<file path="src/rtl/fight_referee.sv">
// Turn-based referee for the two-player fighting game: synchronises the turn strobe,
// resolves moves/attacks, and runs the best-of-N round/match state machine.
module fight_referee #(
  parameter int unsigned ARENA_CELLS   = 5,
  parameter int unsigned POS_W         = 3,
  parameter int unsigned HEALTH_MAX    = 3,
  parameter int unsigned HEALTH_W      = 2,
  parameter int unsigned DAMAGE        = 1,
  parameter int unsigned ROUNDS_TO_WIN = 2,
  parameter int unsigned ROUND_W       = 2,
  parameter int unsigned PAUSE_CYCLES  = 4
) (
  input  logic                clk,
  input  logic                resetGame,
  input  logic                actionEnable,
  input  logic [2:0]          action1,
  input  logic [2:0]          action2,
  output logic [POS_W-1:0]    pos1,
  output logic [POS_W-1:0]    pos2,
  output logic [HEALTH_W-1:0] health1,
  output logic [HEALTH_W-1:0] health2,
  output logic [ROUND_W-1:0]  rounds1,
  output logic [ROUND_W-1:0]  rounds2,
  output logic                turnDone,
  output logic                roundOver,
  output logic                matchOver,
  output logic                firstWin,
  output logic                secondWin
);
  localparam logic [1:0] ST_PLAY       = 2'd0;
  localparam logic [1:0] ST_ROUND_OVER = 2'd1;
  localparam logic [1:0] ST_MATCH_OVER = 2'd2;

  localparam logic [2:0] ACT_LEFT   = 3'b001;
  localparam logic [2:0] ACT_RIGHT  = 3'b010;
  localparam logic [2:0] ACT_ATTACK = 3'b011;
  localparam logic [2:0] ACT_DEFEND = 3'b100;

  localparam int unsigned POS_LAST_I   = ARENA_CELLS - 1;
  localparam int unsigned PAUSE_LAST_I = PAUSE_CYCLES - 1;
  localparam logic [POS_W:0]      CELLS_X    = ARENA_CELLS[POS_W:0];
  localparam logic [POS_W-1:0]    POS_LAST   = POS_LAST_I[POS_W-1:0];
  localparam logic [HEALTH_W-1:0] HMAX       = HEALTH_MAX[HEALTH_W-1:0];
  localparam logic [HEALTH_W-1:0] DMG        = DAMAGE[HEALTH_W-1:0];
  localparam logic [ROUND_W-1:0]  RWIN       = ROUNDS_TO_WIN[ROUND_W-1:0];
  localparam logic [15:0]         PAUSE_LAST = PAUSE_LAST_I[15:0];

  logic [2:0]          sync_q;
  logic [1:0]          state_q, state_d;
  logic [POS_W-1:0]    pos1_q, pos1_d, pos2_q, pos2_d;
  logic [HEALTH_W-1:0] health1_q, health1_d, health2_q, health2_d;
  logic [ROUND_W-1:0]  rounds1_q, rounds1_d, rounds2_q, rounds2_d;
  logic [15:0]         pause_q, pause_d;
  logic                turn_done_q, turn_done_d;
  logic                win1_q, win1_d, win2_q, win2_d;

  logic                fire;
  logic [POS_W:0]      p1x, p2x, tgt1, tgt2;
  logic                mv1, mv2, blk1, blk2, adj, hit1, hit2;
  logic [POS_W-1:0]    p1n, p2n;
  logic [HEALTH_W-1:0] h1n, h2n;
  logic [ROUND_W-1:0]  r1inc, r2inc;

  assign fire = sync_q[1] & ~sync_q[2];

  // One extra position bit lets a left move from cell 0 wrap to a value outside the arena.
  assign p1x  = {1'b0, pos1_q};
  assign p2x  = {1'b0, pos2_q};
  assign tgt1 = (action1 == ACT_LEFT) ? p1x - 1'b1 : p1x + 1'b1;
  assign tgt2 = (action2 == ACT_LEFT) ? p2x - 1'b1 : p2x + 1'b1;
  assign mv1  = (action1 == ACT_LEFT) || (action1 == ACT_RIGHT);
  assign mv2  = (action2 == ACT_LEFT) || (action2 == ACT_RIGHT);
  assign blk1 = (tgt1 >= CELLS_X) || (tgt1 == p2x) || (mv2 && (tgt1 == tgt2));
  assign blk2 = (tgt2 >= CELLS_X) || (tgt2 == p1x) || (mv1 && (tgt2 == tgt1));
  assign p1n  = (mv1 && !blk1) ? tgt1[POS_W-1:0] : pos1_q;
  assign p2n  = (mv2 && !blk2) ? tgt2[POS_W-1:0] : pos2_q;

  assign adj  = (p1x + 1'b1 == p2x) || (p2x + 1'b1 == p1x);
  assign hit1 = (action1 == ACT_ATTACK) && adj && (action2 != ACT_DEFEND);
  assign hit2 = (action2 == ACT_ATTACK) && adj && (action1 != ACT_DEFEND);
  assign h2n  = hit1 ? ((health2_q >= DMG) ? health2_q - DMG : '0) : health2_q;
  assign h1n  = hit2 ? ((health1_q >= DMG) ? health1_q - DMG : '0) : health1_q;

  assign r1inc = (rounds1_q < RWIN) ? rounds1_q + 1'b1 : rounds1_q;
  assign r2inc = (rounds2_q < RWIN) ? rounds2_q + 1'b1 : rounds2_q;

  always_comb begin
    state_d     = state_q;
    pos1_d      = pos1_q;
    pos2_d      = pos2_q;
    health1_d   = health1_q;
    health2_d   = health2_q;
    rounds1_d   = rounds1_q;
    rounds2_d   = rounds2_q;
    pause_d     = pause_q;
    turn_done_d = 1'b0;
    win1_d      = win1_q;
    win2_d      = win2_q;
    case (state_q)
      ST_PLAY: begin
        if (fire) begin
          turn_done_d = 1'b1;
          pos1_d      = p1n;
          pos2_d      = p2n;
          health1_d   = h1n;
          health2_d   = h2n;
          if (h1n == '0 && h2n == '0) begin
            state_d = ST_ROUND_OVER;
            pause_d = '0;
          end else if (h2n == '0) begin
            rounds1_d = r1inc;
            pause_d   = '0;
            if (r1inc == RWIN) begin
              state_d = ST_MATCH_OVER;
              win1_d  = 1'b1;
            end else begin
              state_d = ST_ROUND_OVER;
            end
          end else if (h1n == '0) begin
            rounds2_d = r2inc;
            pause_d   = '0;
            if (r2inc == RWIN) begin
              state_d = ST_MATCH_OVER;
              win2_d  = 1'b1;
            end else begin
              state_d = ST_ROUND_OVER;
            end
          end
        end
      end
      ST_ROUND_OVER: begin
        if (pause_q == PAUSE_LAST) begin
          state_d   = ST_PLAY;
          pause_d   = '0;
          pos1_d    = '0;
          pos2_d    = POS_LAST;
          health1_d = HMAX;
          health2_d = HMAX;
        end else begin
          pause_d = pause_q + 16'd1;
        end
      end
      ST_MATCH_OVER: ;
      default: state_d = ST_PLAY;
    endcase
  end

  always_ff @(posedge clk or negedge resetGame) begin
    if (!resetGame) begin
      sync_q      <= '0;
      state_q     <= ST_PLAY;
      pos1_q      <= '0;
      pos2_q      <= POS_LAST;
      health1_q   <= HMAX;
      health2_q   <= HMAX;
      rounds1_q   <= '0;
      rounds2_q   <= '0;
      pause_q     <= '0;
      turn_done_q <= 1'b0;
      win1_q      <= 1'b0;
      win2_q      <= 1'b0;
    end else begin
      sync_q      <= {sync_q[1:0], actionEnable};
      state_q     <= state_d;
      pos1_q      <= pos1_d;
      pos2_q      <= pos2_d;
      health1_q   <= health1_d;
      health2_q   <= health2_d;
      rounds1_q   <= rounds1_d;
      rounds2_q   <= rounds2_d;
      pause_q     <= pause_d;
      turn_done_q <= turn_done_d;
      win1_q      <= win1_d;
      win2_q      <= win2_d;
    end
  end

  assign pos1      = pos1_q;
  assign pos2      = pos2_q;
  assign health1   = health1_q;
  assign health2   = health2_q;
  assign rounds1   = rounds1_q;
  assign rounds2   = rounds2_q;
  assign turnDone  = turn_done_q;
  assign roundOver = (state_q == ST_ROUND_OVER);
  assign matchOver = (state_q == ST_MATCH_OVER);
  assign firstWin  = win1_q;
  assign secondWin = win2_q;
endmodule
</file>
<file path="config.mk">
export PLATFORM = sky130hd
export DESIGN_NAME = fight_referee
export DESIGN_NICKNAME = d
export VERILOG_FILES = /design/src/rtl/fight_referee.sv
export SDC_FILE = /design/constraint.sdc
export NUM_CORES = 1
export LEC_CHECK = 0
export BUFFER_PORTS_ARGS = -buffer_cell sky130_fd_sc_hd__buf_4
export CAP_MARGIN = 20
export CORE_MARGIN = 8
export CORE_UTILIZATION = 50
export DETAILED_ROUTE_END_ITERATION = 6
export GPL_ROUTABILITY_DRIVEN = 0
export PLACE_DENSITY = 0.69
export SYNTH_ARGS = -nofsm -noshare
export SYNTH_HDL_FRONTEND = slang
export SYNTH_SLANG_ARGS = --single-unit
</file>
<file path="constraint.sdc">
create_clock -name clk -period 5.5 [get_ports clk]
set_clock_uncertainty 0.05 [all_clocks]
set_input_delay 1.1 -clock clk [delete_from_list [all_inputs] [get_ports clk]]
set_output_delay 1.1 -clock clk [all_outputs]
set_load 0.03 [all_outputs]
</file>
==> metrics.yaml <==
outcome: "finished clean"
synthDistinctLibCells: 58
dpl_cell_area_mm2: 0.00282
final-seq-area_um2: 957
cellLeakagePower_nw: 1.17
ys_async_sr_fraction_pct: 100
die_w_um: 88.0
ctsResizeCount: 0
coreArea_mm2: 0.00504
dp_cells: 375
r2r_start: "pos1[0]$_DFFE_PN0P_"
path_cells: "inv_1, ha_1, xnor2_1, nand2b_1, o22ai_1, mux2i_1, o21a_1, or4_1, o21ai_1"
drt_wl_total_um: 5980
grt_first_pass_wirelength_um: 10300
timing.fmax_mhz: 303
grt_usage_pct: 16.8
ioPinCount: 28
ys_seq_area_share_pct: 36.9
vdd_drop_max_v: 0.000140
stdcell_area_mm2: 0.00290
cts_sinks: 38
initial_core_util_pct: 51.4
cp.required_ns: 5.67
min_path_type: "register to register"
maxSlewViolCount: 0
cp-startpoint: "pos1[0]$_DFFE_PN0P_"
antenna_found_initial: 0
cts_tree: "yes"
drcViolationCount: 0
rsz0062_at_grt: "no"
ctsLongestPathBuffers: 2
ys_top_cells_by_count: "dfrtp_1, o21ai_0, nand2_1, inv_1, nand2b_1"
n_antenna_cell: 0
yosysMostFrequentCell: "dfrtp_1"
vias: 2249
worst_setup_path_end_kind: "register"
finalHoldViolations: 0
syn_area_per_cell_um2: 8.88
dpl.hpwl_um: 4280
max_slew_margin_pct: 50.2
synth_top_area_cell: "dfrtp_1"
fin_cells: 383
drive_gt1_share_pct: 17.3
synthFlopType: "dfrtp_1"
synth.area.top_cells: "dfrtp_1, dfstp_2, o21ai_0, ha_1, nand2b_1"
drt_iter0_drc: 170
numPortBuffers: 27
synthesis.area_mm2: 0.00259
tightestPinTransition_ns: 0.745
ant_nets: 0
worstPathMaxFanout: 17
post-route-period-util_pct: 60.0
finalSetupViolations: 0
critPathMaxStageDelay_ns: 0.66
rows: 26
hold_start: "sync_q[0]$_DFF_PN0_"
insertion_delay_ns: 0.29
synth-edff-count: 0
grt_max_degree: 39
synth_nets: 308
n_fill_cell: 438
cap_viol_max_count: 0
syn_to_final_growth_pct: 11.8
power_mw: 0.499
dieArea_mm2: 0.00775
synthCells: 292
ys_ff_latch: 38
numCtsBuffers: 5
cp_data_arrival_time_ns: 3.47
clkTransAtPathRegs_ns: 0.08
nNetsFinal: 328
ys_warn_count: 0
wl_per_cell_um: 15.6
powerDensity_mw_per_mm2: 172
grt_overflow: 0
root_buffer: "clkbuf_8"
worstSetupStartpointType: "register"
hold_buffers: 0
avgViaCountPerCell: 5.87
cts-htree-levels: 2
crit_type: "register to register"
die_height_um: 88.0
setup_tns_ns: 0
first_global_vias: 2132
cts_setup_buffers: 0
synthDominantCellAreaShare_pct: 31.8
multiInputGateArea_mm2: 0.00151
worst_path_max_delay_cell: "or4_1"
dr.pass1.iters: 4
period_needed_ns: 3.30
==> power by group <==
part           internal [mW]  switching, mW
logic                 0.0123         0.0178
registers              0.280       0.000325
clock network         0.0879          0.101
==> critical path, delay by kind of cell, from the launching register on <==
family | cells | cell delay [ns]
AO/OA/AOI/OAI | 3 | 0.88
AND/OR/NAND/NOR | 2 | 0.74
flip-flops | 1 | 0.63
adder cells (fa/ha/maj) | 1 | 0.35
multiplexers | 1 | 0.24
XOR/XNOR | 1 | 0.21
buffers and inverters | 1 | 0.12
==> per-stage QoR <==
step	worst slack [ns]	hold slack [ns]	util (%)
after floorplan	2.45	0.281	-
after global placement	2.11	0.291	55.9
after detailed placement	2.09	0.292	55.9
after CTS	2.21	0.310	57.5
after global routing	1.94	0.320	57.5
final	2.20	0.307	57.5
==> registers in the layout, indices dropped and copies added (netlist names), 2 cells and up <==
register and count:
state_q 2, sync_q 3, health1 2, pos2 3, rounds1 2, pos1 3
health2 2, pause_q 16, rounds2 2
==> layer usage <==
layer / part of all wire (%) / GRT usage (%) / vias up
li1: - / - / 1122
met1: 47 / 22.6 / 1058
met2: 45 / 26.5 / 64
met3: 6.5 / 3.10 / 5
met4: 0.89 / 5.38 / 0
met5: 0 / 0 / -
==> logic make-up (layout without fill, tap and decap cells) <==
kind of cell / count (synthesis) / count (layout) / share of synthesized area (%)
mux: 9 / 9 / 4.05
xor+xnor: 11 / 11 / 3.71
fa+ha+maj: 7 / 7 / 3.38
buf+inv: 31 / 52 / 5.02
flops: 38 / 38 / 36.9
simple gates: 115 / 115 / 25.6
compound gates: 81 / 81 / 21.3
==> placed cells by master, fill, tap and decap left out, types with 5 or more instances in the layout <==
cell type | netlist | layout
o21ai_0 | 23 | 23
xnor2_1 | 7 | 7
nand2b_1 | 14 | 14
and3_1 | 8 | 8
nand3_1 | 5 | 5
or2_2 | 5 | 5
nor2_1 | 12 | 12
nand2_1 | 21 | 21
nand4_1 | 6 | 6
clkbuf_8 | 0 | 5
dfrtp_1 | 33 | 33
buf_4 | 2 | 27
o31ai_1 | 7 | 7
mux2i_1 | 6 | 6
a21oi_1 | 12 | 12
inv_1 | 17 | 17
dfstp_2 | 5 | 5
nor3_1 | 9 | 9
ha_1 | 7 | 7
nor2b_1 | 9 | 9
nor4_1 | 7 | 7
==> cell type report <==
class	instances	area share (%)
clock buffers	6	2.50
clock inverters	2	0.345
inverters	17	2.20
multi-input cells	223	51.9
flip-flops and latches	38	33.0
well taps	70	3.02
repair buffers	27	6.99
==> final timing paths <==
path                                      endpoint  slack [ns]  depth (start not counted)
setup / recovery           pause_q[14]$_DFFE_PN0P_        2.20                          9
setup reg to reg           pause_q[14]$_DFFE_PN0P_        2.20                          9
min in group asynchronous      pos1[1]$_DFFE_PN0P_        0.70                          1
hold reg to reg                sync_q[1]$_DFF_PN0_        0.31                          0
hold / removal                 sync_q[1]$_DFF_PN0_        0.31                          0
max in group asynchronous   health1[1]$_DFFE_PN1P_        4.33                          1
Power figures use the tool's default switching activity.
